File: src/rtl/pipeline_debug_controller.sv
// Host-link debug sequencer for the 5-stage pipeline: program load, pipeline reset, run/step, state dump.
// Optional DBG_CYCLE_COUNT_EN adds a saturating enabled-cycle counter sent right after the PC in each dump.
module pipeline_debug_controller #(
  parameter int NB_DATA           = 32,
  parameter int NB_ADDRESS        = 32,
  parameter int N_REGISTERS       = 32,
  parameter int N_DUMP_WORDS      = 16,
  parameter int NB_ADDR_REGISTERS = $clog2(N_REGISTERS)
) (
  input  logic                         i_clk,
  input  logic                         i_reset,
  input  logic [7:0]                   i_rx_data,
  input  logic                         i_rx_valid,
  output logic [7:0]                   o_tx_data,
  output logic                         o_tx_valid,
  input  logic                         i_tx_ready,
  input  logic [NB_ADDRESS-1:0]        i_if_pc,
  input  logic                         i_if_halt,
  input  logic [NB_DATA-1:0]           i_reg_data,
  input  logic [NB_DATA-1:0]           i_d_mem_data,
  output logic                         o_debug,
  output logic                         o_clk_en,
  output logic                         o_pipe_reset,
  output logic                         o_p_mem_w_en,
  output logic [NB_ADDRESS-1:0]        o_p_mem_w_addr,
  output logic [NB_DATA-1:0]           o_p_mem_w_data,
  output logic [NB_ADDRESS-1:0]        o_d_mem_addr,
  output logic [NB_ADDR_REGISTERS-1:0] o_reg_addr
);
  localparam int NB_IDX = NB_ADDR_REGISTERS + 1;

  typedef enum logic [3:0] {
    S_IDLE, S_LOAD_CNT, S_LOAD_BYTE, S_TX, S_RUN, S_STEP,
    S_DUMP_PC, S_DUMP_CNT, S_DUMP_REG, S_DUMP_MEM
  } state_t;

  state_t                         state_q;
  logic [NB_DATA-1:0]             word_q, cap_d;
  logic [1:0]                     bidx_q, wait_q;
  logic [8:0]                     words_q;
  logic [NB_IDX-1:0]              idx_q;
  logic [NB_ADDRESS-1:0]          load_addr_q;
  logic [7:0]                     tx_data_q;
  logic                           tx_valid_q, pipe_reset_q, w_en_q, running;
  logic [NB_ADDRESS-1:0]          w_addr_q, d_mem_addr_q;
  logic [NB_DATA-1:0]             w_data_q;
  logic [NB_ADDR_REGISTERS-1:0]   reg_addr_q;

  assign running        = (state_q == S_RUN) || (state_q == S_STEP);
  assign o_debug        = ~running;
  assign o_clk_en       = running & ~i_if_halt;
  assign o_tx_data      = tx_data_q;
  assign o_tx_valid     = tx_valid_q;
  assign o_pipe_reset   = pipe_reset_q;
  assign o_p_mem_w_en   = w_en_q;
  assign o_p_mem_w_addr = w_addr_q;
  assign o_p_mem_w_data = w_data_q;
  assign o_d_mem_addr   = d_mem_addr_q;
  assign o_reg_addr     = reg_addr_q;

`ifdef DBG_CYCLE_COUNT_EN
  logic [31:0] cyc_q;
  always_ff @(posedge i_clk or posedge i_reset) begin
    if (i_reset) cyc_q <= '0;
    else if (state_q == S_IDLE && i_rx_valid && i_rx_data == 8'h52) cyc_q <= '0;
    else if (o_clk_en && cyc_q != 32'hFFFF_FFFF) cyc_q <= cyc_q + 32'd1;
  end
`endif

  always_comb begin
    cap_d = i_d_mem_data;
    case (state_q)
      S_DUMP_PC:  cap_d = NB_DATA'(i_if_pc);
`ifdef DBG_CYCLE_COUNT_EN
      S_DUMP_CNT: cap_d = NB_DATA'(cyc_q);
`endif
      S_DUMP_REG: cap_d = i_reg_data;
      default:    cap_d = i_d_mem_data;
    endcase
  end

  // wait_q: 2 = read address just issued, 1 = read data valid this cycle, 0 = word ready to send
  always_ff @(posedge i_clk or posedge i_reset) begin
    if (i_reset) begin
      state_q <= S_IDLE;      word_q <= '0;      bidx_q <= '0;       wait_q <= '0;
      words_q <= '0;          idx_q <= '0;       load_addr_q <= '0;  tx_data_q <= '0;
      tx_valid_q <= 1'b0;     pipe_reset_q <= 1'b0; w_en_q <= 1'b0;  w_addr_q <= '0;
      w_data_q <= '0;         d_mem_addr_q <= '0; reg_addr_q <= '0;
    end else begin
      w_en_q       <= 1'b0;
      pipe_reset_q <= 1'b0;
      case (state_q)
        S_IDLE: if (i_rx_valid) begin
          case (i_rx_data)
            8'h4C: state_q <= S_LOAD_CNT;
            8'h52: begin pipe_reset_q <= 1'b1; tx_data_q <= 8'h4B; tx_valid_q <= 1'b1; state_q <= S_TX; end
            8'h43: state_q <= S_RUN;
            8'h53: state_q <= S_STEP;
            default: begin tx_data_q <= 8'h3F; tx_valid_q <= 1'b1; state_q <= S_TX; end
          endcase
        end
        S_LOAD_CNT: if (i_rx_valid) begin
          words_q     <= (i_rx_data == 8'd0) ? 9'd256 : {1'b0, i_rx_data};
          load_addr_q <= '0;
          bidx_q      <= '0;
          state_q     <= S_LOAD_BYTE;
        end
        S_LOAD_BYTE: if (i_rx_valid) begin
          word_q <= {word_q[NB_DATA-9:0], i_rx_data};
          bidx_q <= bidx_q + 2'd1;
          if (bidx_q == 2'd3) begin
            w_en_q      <= 1'b1;
            w_addr_q    <= load_addr_q;
            w_data_q    <= {word_q[NB_DATA-9:0], i_rx_data};
            load_addr_q <= load_addr_q + NB_ADDRESS'(4);
            words_q     <= words_q - 9'd1;
            if (words_q == 9'd1) begin
              tx_data_q <= 8'h4B; tx_valid_q <= 1'b1; state_q <= S_TX;
            end
          end
        end
        S_TX: if (tx_valid_q && i_tx_ready) begin
          tx_valid_q <= 1'b0;
          state_q    <= S_IDLE;
        end
        S_RUN: if (i_if_halt) begin
          state_q <= S_DUMP_PC; wait_q <= 2'd1; bidx_q <= '0;
        end
        S_STEP: begin
          state_q <= S_DUMP_PC; wait_q <= 2'd1; bidx_q <= '0;
        end
        default: begin
          if (tx_valid_q) begin
            if (i_tx_ready) begin
              tx_valid_q <= 1'b0;
              word_q     <= word_q << 8;
              bidx_q     <= bidx_q + 2'd1;
              if (bidx_q == 2'd3) begin
                case (state_q)
`ifdef DBG_CYCLE_COUNT_EN
                  S_DUMP_PC: begin state_q <= S_DUMP_CNT; wait_q <= 2'd1; end
`endif
                  S_DUMP_REG: begin
                    if (idx_q == NB_IDX'(N_REGISTERS - 1)) begin
                      state_q <= S_DUMP_MEM; idx_q <= '0; d_mem_addr_q <= '0;
                    end else begin
                      idx_q      <= idx_q + 1'b1;
                      reg_addr_q <= NB_ADDR_REGISTERS'(idx_q + 1'b1);
                    end
                    wait_q <= 2'd2;
                  end
                  S_DUMP_MEM: begin
                    if (idx_q == NB_IDX'(N_DUMP_WORDS - 1)) begin
                      state_q <= S_IDLE;
                    end else begin
                      idx_q        <= idx_q + 1'b1;
                      d_mem_addr_q <= NB_ADDRESS'(idx_q + 1'b1) << 2;
                      wait_q       <= 2'd2;
                    end
                  end
                  default: begin
                    state_q <= S_DUMP_REG; idx_q <= '0; reg_addr_q <= '0; wait_q <= 2'd2;
                  end
                endcase
              end
            end
          end else if (wait_q == 2'd2) begin
            wait_q <= 2'd1;
          end else if (wait_q == 2'd1) begin
            wait_q <= 2'd0;
            word_q <= cap_d;
          end else begin
            tx_valid_q <= 1'b1;
            tx_data_q  <= word_q[NB_DATA-1 -: 8];
          end
        end
      endcase
    end
  end
endmodule

File: config.mk
export PLATFORM = sky130hd
export DESIGN_NAME = pipeline_debug_controller
export DESIGN_NICKNAME = d
export VERILOG_FILES = /design/src/rtl/pipeline_debug_controller.sv
export SDC_FILE = /design/constraint.sdc
export NUM_CORES = 1
export LEC_CHECK = 0
export CAP_MARGIN = 20
export CORE_MARGIN = 2
export CORE_UTILIZATION = 54
export DETAILED_ROUTE_END_ITERATION = 6
export GPL_TIMING_DRIVEN = 0
export PLACE_DENSITY = 0.87
export RECOVER_POWER = 100
export SLEW_MARGIN = 20
export SYNTH_ARGS = -nofsm -noshare
export SYNTH_HDL_FRONTEND = slang
export SYNTH_SLANG_ARGS = --single-unit
File: constraint.sdc
create_clock -name i_clk -period 18.2 [get_ports i_clk]
set_input_delay 4.55 -clock i_clk [delete_from_list [all_inputs] [get_ports i_clk]]
set_output_delay 4.55 -clock i_clk [all_outputs]
set_load 0.005 [all_outputs]
==> Implementation_results.wiki, run 1 <==
{| class="wikitable"
! Metric !! Value
|-
| Status || finished, violations left
|-
| Failing checks || capacitance limit, slew limit
|-
| RSZ-0062 raised after global routing || false
|-
| Endpoint of the most critical register-to-register path || o_p_mem_w_data[25]
|-
| Count of cells along the worst hold path || 1
|-
| Number of flops mapped to enable cells by yosys || 0
|-
| Area of the core region || 0.0159 mm^2
|-
| Number of optimization iterations in the first detailed-route pass || 6
|-
| Layout filler cell count || 1159
|-
| Final sum of negative setup slack || 0 ns
|-
| Total grt overflow || 0
|-
| Transition time at the pin with the least slew margin || 4.65 ns
|-
| Starting DRC count in detailed routing || 704
|-
| CTS tree || built
|-
| Leading register cell type out of synthesis || sky130_fd_sc_hd__dfrtp_1
|-
| Async set-or-reset flop fraction in the synthesized netlist || 1.00
|-
| Chip Width || 132 um
|-
| FP Rows || 46
|-
| Hold worst-path end || bidx_q[0]
|-
| Maximum number of pins on one net before global-route repair || 90
|-
| Antenna violations before repair || 1
|-
| Wire length on met2 || 13000 um
|-
| Endpoint kind of the worst setup timing path || async pin
|-
| Clock network latency to the later pin of the worst-skew pair || 0.43 ns
|-
| Setup bufs post-CTS || 0
|-
| CP Data Required Time || 17.64 ns
|-
| Worst-path clk slew || 0.07 ns
|-
| DRC violation count after routing || 0
|-
| Layout Utilization || 0.729
|-
| Clock H-tree levels || 4
|-
| Leak || 5.42 nW
|-
| Unique cell type count in the Yosys netlist || 68
|-
| Final hold violations || 0
|-
| Data arrival, critical path || 10.59 ns
|-
| Number of flip-flops and latches in the synthesized netlist || 170
|-
| Routability Congestion || 0.913
|-
| Switching component of the power || 0.000351 W
|-
| Routed wire length || 25600 um
|-
| Class of the worst hold path || flip-flop to flip-flop
|-
| Reg2Reg Setup Slack || 14.57 ns
|-
| FF-to-FF Start || state_q[3]
|-
| Highest Signal Layer || met4
|-
| Largest driver fanout on the critical path || 89
|-
| Final critical-path required period || 11.14 ns
|-
| Total number of nets in the final design || 1205
|-
| Cells after synthesis || 848
|-
| Antenna violation net count after detailed routing || 0
|-
| Share of synthesized area occupied by flip-flops and latches || 0.483
|-
| Path depth of the worst reg2reg path || 6
|-
| Internal power || 0.000778 W
|-
| Netlist Area Pre-Place || 0.00881 mm^2
|-
| Overall die area || 0.0174 mm^2
|-
| HPWL after detailed placement || 19000 um
|-
| Global-route wire length before repair || 40700 um
|-
| Share of post-route cells with drive strength above 1 || 0.125
|-
| Number of buffers added by the clock tree synthesis step || 17
|-
| Placed cell count || 1286
|-
| Top cell type's share of synthesized area || 0.483
|-
| Number of cells upsized or downsized after cts || 0
|-
| Effective utilization at floorplan || 0.553
|-
| Portion of total power attributed to combinational logic || 0.263
|-
| Number of max-slew violations in the final report || 182
|-
| Final critical-path share of the clock period || 0.612
|-
| Top cells by area in the synthesized netlist || sky130_fd_sc_hd__dfrtp_1 48%, sky130_fd_sc_hd__mux2_2 7.9%, sky130_fd_sc_hd__mux2_1 4.0%
|-
| Areal power density over the cells || 97.1 mW/mm^2
|-
| Clock root cell || sky130_fd_sc_hd__clkbuf_16
|-
| Synth-to-Final Area Change || 32.0%
|-
| Start point of the worst hold path || bidx_q[0]
|-
| Power share of the clock group || 0.303
|-
| Post-route non-filler standard cell count || 1318
|-
| Critical Path Start Type || input port
|-
| Hold bufs inserted after CTS || 0
|-
| Net Sw Frac || 0.311
|-
| IR Drop Worst-Case VDD || 0.0741 mV
|-
| Maximum buffer depth of the clock tree || 2
|-
| Crit path kind || input port to async pin
|-
| Clock Skews || 0.0101 ns
|-
| Routed met1 length || 9630 um
|-
| Vertical die dimension || 132 um
|-
| Number of global-route vias before repair || 7621
|-
| Max Clk Rate || 0.0897 GHz
|-
| Routed via count divided by cell count || 5.89
|-
| I/O pin cnt || 223
|-
| Overall global routing resource usage || 0.299
|-
| Synthesized area per cell || 10.4 um^2
|-
| Met3 wire length || 2160 um
|-
| Share of power burned in registers || 0.435
|-
| Yosys warning total || 0
|-
| Cell accounting for the most synthesized area || sky130_fd_sc_hd__dfrtp_1
|-
| Finish-stage setup viols || 0
|-
| Reported max-cap violation count || 3
|-
| Quantity of I/O buffers inserted on ports || 195
|-
| Wire per inst || 19.4 um
|-
| Via count || 7766
|-
| Sinks on the clock net || 170
|-
| Max-slew headroom at the worst pin || -2.10
|}
[per-stage QoR]
step                hold WS (ns)  instance area (um^2)  total power (W)  worst slack (ns)
finish                     0.472                 11600          0.00113              7.06
global route               0.489                 11600          0.00118              5.64
CTS                        0.469                 11700          0.00114              8.05
detailed placement         0.470                 11200         0.000794              8.06
global placement           0.452                 11100         0.000780              6.87
floorplan                  0.433                  8910         0.000668              8.99
[cells by family (layout without fill, tap and decap cells)]
| family | count (synthesis) | after routing | synth area share |
|---|---|---|---|
| simple gates | 232 | 232 | 0.137 |
| other cells | 1 | 28 | 0.000426 |
| compound gates | 202 | 202 | 0.149 |
| xor+xnor | 29 | 29 | 0.0288 |
| flops | 170 | 170 | 0.483 |
| buf+inv | 102 | 329 | 0.0582 |
| mux | 105 | 105 | 0.134 |
| fa+ha+maj | 7 | 7 | 0.00994 |
[cell usage after synthesis, types with 3 or more instances]
| cell | count |
|---|---|
| sky130_fd_sc_hd__dfrtp_1 | 170 |
| sky130_fd_sc_hd__a21oi_1 | 69 |
| sky130_fd_sc_hd__nor2_1 | 65 |
| sky130_fd_sc_hd__mux2_2 | 62 |
| sky130_fd_sc_hd__nand2_1 | 56 |
| sky130_fd_sc_hd__o21ai_0 | 38 |
| sky130_fd_sc_hd__a22o_1 | 33 |
| sky130_fd_sc_hd__mux2_1 | 31 |
| sky130_fd_sc_hd__buf_4 | 27 |
| sky130_fd_sc_hd__clkbuf_1 | 26 |
| sky130_fd_sc_hd__inv_1 | 24 |
| sky130_fd_sc_hd__buf_2 | 22 |
| sky130_fd_sc_hd__nand3_1 | 22 |
| sky130_fd_sc_hd__xnor2_1 | 22 |
| sky130_fd_sc_hd__nor3_1 | 17 |
| sky130_fd_sc_hd__nor4_1 | 13 |
| sky130_fd_sc_hd__o21ai_1 | 12 |
| sky130_fd_sc_hd__mux2i_1 | 10 |
| sky130_fd_sc_hd__a2bb2oi_1 | 8 |
| sky130_fd_sc_hd__or3_1 | 8 |
| sky130_fd_sc_hd__ha_1 | 7 |
| sky130_fd_sc_hd__xor2_1 | 7 |
| sky130_fd_sc_hd__o31ai_1 | 6 |
| sky130_fd_sc_hd__nand4_1 | 5 |
| sky130_fd_sc_hd__and2_1 | 4 |
| sky130_fd_sc_hd__and4_1 | 4 |
| sky130_fd_sc_hd__nand2b_1 | 4 |
| sky130_fd_sc_hd__nand3b_1 | 4 |
| sky130_fd_sc_hd__nor2b_1 | 4 |
| sky130_fd_sc_hd__o211ai_1 | 4 |
| sky130_fd_sc_hd__a31oi_1 | 3 |
| sky130_fd_sc_hd__and3_1 | 3 |
| sky130_fd_sc_hd__nor3b_1 | 3 |
| sky130_fd_sc_hd__o21a_1 | 3 |
| sky130_fd_sc_hd__o2bb2ai_1 | 3 |
| sky130_fd_sc_hd__o32ai_1 | 3 |
| sky130_fd_sc_hd__o41ai_1 | 3 |
[layout make-up]
type	count	area [um^2]	share of cell area
multi-input cells	602	4100	0.353
repair buffers	196	1960	0.168
flip-flops and latches	170	4250	0.366
clock buffers	20	447	0.0384
clock inverters	11	97.6	0.00839
inverters	24	91.3	0.00786
diodes	1	2.50	0.000215
well taps	216	270	0.0232
plain buffers	78	410	0.0353
[sequential cells by signal (all words and copies together) (netlist names), 6 cells and up]
signal and count:
o_d_mem_addr 7, word_q 32, load_addr_q 30, o_tx_data 8
idx_q 6, o_p_mem_w_addr 30, words_q 9, o_p_mem_w_data 32
[placed cells by master, fill, tap and decap left out, types with 5 or more instances in the layout]
cell,n
sky130_fd_sc_hd__clkbuf_16,17
sky130_fd_sc_hd__nand4_1,5
sky130_fd_sc_hd__o21ai_0,43
sky130_fd_sc_hd__nor2_1,66
sky130_fd_sc_hd__dlygate4sd3_1,91
sky130_fd_sc_hd__buf_4,27
sky130_fd_sc_hd__mux2i_1,10
sky130_fd_sc_hd__a2bb2oi_1,8
sky130_fd_sc_hd__mux2_2,60
sky130_fd_sc_hd__a22o_1,33
sky130_fd_sc_hd__xor2_1,7
sky130_fd_sc_hd__nor4_1,15
sky130_fd_sc_hd__buf_2,12
sky130_fd_sc_hd__clkbuf_1,40
sky130_fd_sc_hd__o21ai_1,7
sky130_fd_sc_hd__nor3_1,18
sky130_fd_sc_hd__dfrtp_1,170
sky130_fd_sc_hd__or3_1,8
sky130_fd_sc_hd__nand3_1,22
sky130_fd_sc_hd__clkdlybuf4s50_1,104
sky130_fd_sc_hd__clkinv_2,5
sky130_fd_sc_hd__ha_1,7
sky130_fd_sc_hd__mux2_1,33
sky130_fd_sc_hd__o31ai_1,6
sky130_fd_sc_hd__nand2_1,56
sky130_fd_sc_hd__conb_1,27
sky130_fd_sc_hd__inv_1,23
sky130_fd_sc_hd__xnor2_1,22
sky130_fd_sc_hd__a21oi_1,71
[power groups by stage]
| stage | Combinational [W] | Sequential (W) | Clock [W] |
|---|---|---|---|
| floorplan | 0.000191 | 0.000477 | 0 |
| global placement | 0.000288 | 0.000493 | 0 |
| detailed placement | 0.000299 | 0.000495 | 0 |
| CTS | 0.000305 | 0.000489 | 0.000342 |
| global route | 0.000324 | 0.000496 | 0.000357 |
| finish | 0.000296 | 0.000491 | 0.000342 |
[metal layers]
layer  vias to the layer above  GRT usage
met2                       424      0.516
met3                        62     0.0667
met1                      3787      0.364
li1                       3493          -
met5                         -          0
met4                         0      0.126
[how the worst max path moves through the flow]
stage / slack [ns] / cells after the start / start / end
2_1_floorplan: 8.99 / 1 / i_if_halt / o_clk_en
3_3_place_gp: 6.87 / 2 / i_reset / word_q[11]
3_5_place_dp: 8.06 / 3 / i_if_halt / o_clk_en
4_1_cts: 8.05 / 3 / i_if_halt / o_clk_en
5_1_grt: 5.64 / 3 / i_reset / word_q[19]
6_report: 7.06 / 3 / i_reset / o_p_mem_w_data[17]
[worst max-delay path: stages]
cell and delay [ns]:
sky130_fd_sc_hd__dlygate4sd3_1 0.55, sky130_fd_sc_hd__clkinvlp_2 2.01, sky130_fd_sc_hd__clkbuf_1 3.37
(Power assumes the default switching activity.)
==> run 2: changes to the inputs <==
--- a/config.mk
+++ b/config.mk
@@ -7,10 +7,10 @@
 export LEC_CHECK = 0
 export CAP_MARGIN = 20
 export CORE_MARGIN = 2
-export CORE_UTILIZATION = 54
+export CORE_UTILIZATION = 50
 export DETAILED_ROUTE_END_ITERATION = 6
 export GPL_TIMING_DRIVEN = 0
-export PLACE_DENSITY = 0.87
+export PLACE_DENSITY = 0.81
 export RECOVER_POWER = 100
 export SLEW_MARGIN = 20
 export SYNTH_ARGS = -nofsm -noshare
==> constraint.sdc (replaced) <==
create_clock -name i_clk -period 10.7 [get_ports i_clk]
set_input_delay 2.675 -clock i_clk [delete_from_list [all_inputs] [get_ports i_clk]]
set_output_delay 2.675 -clock i_clk [all_outputs]
set_load 0.005 [all_outputs]
==> Implementation_results.wiki, run 2 (synthesized netlist as in run 1, its figures left out) <==
{| class="wikitable"
! Metric !! Value
|-
| Status || finished, violations left
|-
| Failing checks || capacitance limit, slew limit
|-
| Transition time at the pin with the least slew margin || 3.76 ns (-0.890 ns)
|-
| Synth-to-Final Area Change || 32.7%
|-
| DRC violation count after routing || 0 (unchanged)
|-
| Layout Utilization || 0.678 (-0.0510)
|-
| Worst-case setup slack after placement || 4.23 ns (-3.82 ns)
|-
| Sinks on the clock net || 170 (unchanged)
|-
| Clock H-tree levels || 4 (unchanged)
|-
| HPWL after detailed placement || 18600 um (-2.1%)
|-
| Area of the multi-input gates || 0.00410 mm^2 (about the same)
|-
| Starting DRC count in detailed routing || 487 (-31%)
|-
| Routed via count divided by cell count || 5.66 (-4.0%)
|-
| Routability Congestion || 0.935 (+2.4%)
|-
| Final critical-path share of the clock period || 0.610
|-
| Critical path endpoint || o_clk_en
|-
| Number of max-slew violations in the final report || 93 (-49%)
|-
| Share of power burned in registers || 0.434 (about the same)
|-
| IR Drop Worst-Case VDD || 0.121 mV (+63%)
|-
| Clock Skews || 0.0117 ns (+0.00166 ns)
|-
| Worst setup startpoint || i_if_halt
|-
| Endpoint kind of the worst setup timing path || output pin
|-
| Switching component of the power || 0.000595 W (+70%)
|-
| Total area of sequential cells || 0.00425 mm^2 (unchanged)
|-
| Wire per inst || 18.5 um (-4.4%)
|-
| Total number of nets in the final design || 1205 (unchanged)
|-
| Overall global routing resource usage || 0.273 (-0.0262)
|-
| Quantity of I/O buffers inserted on ports || 195 (unchanged)
|-
| Number of buffers added by the clock tree synthesis step || 17 (unchanged)
|-
| Chip Width || 137 um (+3.8%)
|-
| Areal power density over the cells || 164 mW/mm^2 (+69%)
|-
| Share of post-route cells with drive strength above 1 || 0.131 (+0.00533)
|-
| Overall die area || 0.0187 mm^2 (+7.8%)
|-
| Final sum of negative setup slack || 0 ns (unchanged)
|-
| Number of cells upsized or downsized after cts || 0 (unchanged)
|-
| Data arrival, critical path || 3.85 ns (-6.74 ns)
|-
| Global-route wire length before repair || 38900 um (-4.5%)
|-
| FF-to-FF Start || state_q[3]
|-
| Most frequent standard cell in the layout excluding fill and tap cells || sky130_fd_sc_hd__dfrtp_1
|-
| Reported max-cap violation count || 2 (-1)
|-
| CP Data Required Time || 8.03 ns (-9.61 ns)
|-
| Antenna violations before repair || 1 (unchanged)
|-
| Largest driver fanout on the critical path || 2 (-98%)
|-
| Layout filler cell count || 1386 (+20%)
|-
| Maximum buffer depth of the clock tree || 2 (unchanged)
|-
| Path depth of the worst reg2reg path || 6 (unchanged)
|-
| RSZ-0062 raised after global routing || false
|-
| Total grt overflow || 0 (unchanged)
|-
| Internal power || 0.00133 W (+70%)
|-
| Crit path kind || input port to output pin
|-
| Leak || 5.43 nW (+0.27%)
|-
| Net Sw Frac || 0.310 (-0.00103)
|-
| Hold bufs inserted after CTS || 0 (unchanged)
|-
| Portion of total power attributed to combinational logic || 0.255 (-0.008)
|-
| Area of the core region || 0.0172 mm^2 (+8.1%)
|-
| FP Rows || 48 (+4.3%)
|-
| Effective utilization at floorplan || 0.511 (-0.0415)
|-
| Setup bufs post-CTS || 0 (unchanged)
|-
| Class of the worst hold path || flip-flop to flip-flop
|-
| Via count || 7512 (-3.3%)
|-
| Most frequent cells in the layout || 170 x sky130_fd_sc_hd__dfrtp_1, 105 x sky130_fd_sc_hd__clkdlybuf4s50_1, 90 x sky130_fd_sc_hd__dlygate4sd3_1, 71 x sky130_fd_sc_hd__a21oi_1, 66 x sky130_fd_sc_hd__nor2_1
|-
| Final critical-path required period || 6.53 ns
|-
| Critical Path Start Type || input port
|-
| Number of optimization iterations in the first detailed-route pass || 5 (-1)
|-
| Maximum number of pins on one net before global-route repair || 88 (-2.2%)
|-
| Max Clk Rate || 0.153 GHz
|-
| Number of global-route vias before repair || 7345 (-3.6%)
|-
| CTS tree || built
|-
| Worst-case setup margin in the final layout || 4.17 ns (-2.89 ns)
|-
| Final hold violations || 0 (unchanged)
|-
| Reg2Reg Setup Slack || 6.82 ns (-7.75 ns)
|-
| Final Hold Slack || 0.472 ns (+0.000326 ns)
|-
| Finish-stage setup viols || 0 (unchanged)
|-
| Routed wire length || 24600 um (-3.7%)
|-
| Vertical die dimension || 137 um (+3.8%)
|-
| Endpoint of the most critical register-to-register path || o_p_mem_w_data[4]
|-
| Power share of the clock group || 0.311 (+0.008)
|-
| Clock network latency to the later pin of the worst-skew pair || 0.44 ns (about the same)
|-
| Clock root cell || sky130_fd_sc_hd__clkbuf_16
|-
| Max-slew headroom at the worst pin || -1.52 (+0.580)
|-
| I/O pin cnt || 223 (unchanged)
|-
| Antenna violation net count after detailed routing || 0 (unchanged)
|-
| Worst-path clk slew || 0.06 ns (about the same)
|}
-- run 2: changes by cell type in the layout (fill, tap and decap cells not counted), sizes merged --
cell           previous run  this run
buf                      40        41
clkdlybuf4s50           104       105
clkinv                    8         6
clkinvlp                  2         3
dlygate4sd3              91        90
clkbuf                   59        56
inv                      24        28
-- run 2: worst min-delay path by stage --
stage	start	to	slack, ns	cells past startpoint
final	o_reg_addr[0]	o_reg_addr[0]	0.47	2
after global routing	o_p_mem_w_addr[12]	o_p_mem_w_addr[12]	0.49	1
after CTS	o_reg_addr[3]	o_reg_addr[3]	0.48	2
after detailed placement	bidx_q[0]	bidx_q[0]	0.46	1
after global placement	bidx_q[0]	bidx_q[0]	0.46	1
after floorplan	bidx_q[0]	bidx_q[0]	0.43	1
-- run 2: worst max-delay path, cell delays in order --
cell                              delay (ns)
sky130_fd_sc_hd__clkdlybuf4s50_1        0.46
sky130_fd_sc_hd__nor2_1                 0.12
sky130_fd_sc_hd__dlygate4sd3_1          0.60
-- run 2: metrics by stage --
| stage | total power [W] | instances | cell area [um^2] |
|---|---|---|---|
| global placement | 0.00133 | 1294 | 11100 |
| CTS | 0.00194 | 1327 | 11700 |
| global route | 0.00202 | 1328 | 11700 |
| floorplan | 0.00114 | 874 | 8910 |
| detailed placement | 0.00135 | 1295 | 11200 |
| finish | 0.00192 | 1328 | 11700 |
-- run 2: routing by layer --
| layer | part of all wire | up-vias | global-route usage |
|---|---|---|---|
| li1 | - | 3503 | - |
| met1 | 0.42 | 3642 | 0.360 |
| met2 | 0.50 | 320 | 0.457 |
| met3 | 0.057 | 47 | 0.0470 |
| met4 | 0.023 | 0 | 0.0943 |
| met5 | 0 | - | 0 |
-- run 2: cell type report --
type	count	share of cell area
multi-input cells	602	0.351
clock buffers	18	0.0367
flip-flops and latches	170	0.364
well taps	225	0.0241
inverters	24	0.00781
repair buffers	196	0.169
plain buffers	78	0.0351
diodes	1	0.000214
clock inverters	14	0.0120
-- run 2: power groups by stage --
stage / Sequential (W) / Clock (W) / Combinational, W
floorplan: 0.000811 / 0 / 0.000326
global placement: 0.000843 / 0 / 0.000485
detailed placement: 0.000844 / 0 / 0.000503
CTS: 0.000833 / 0.000605 / 0.000506
global route: 0.000845 / 0.000629 / 0.000541
finish: 0.000834 / 0.000597 / 0.000489
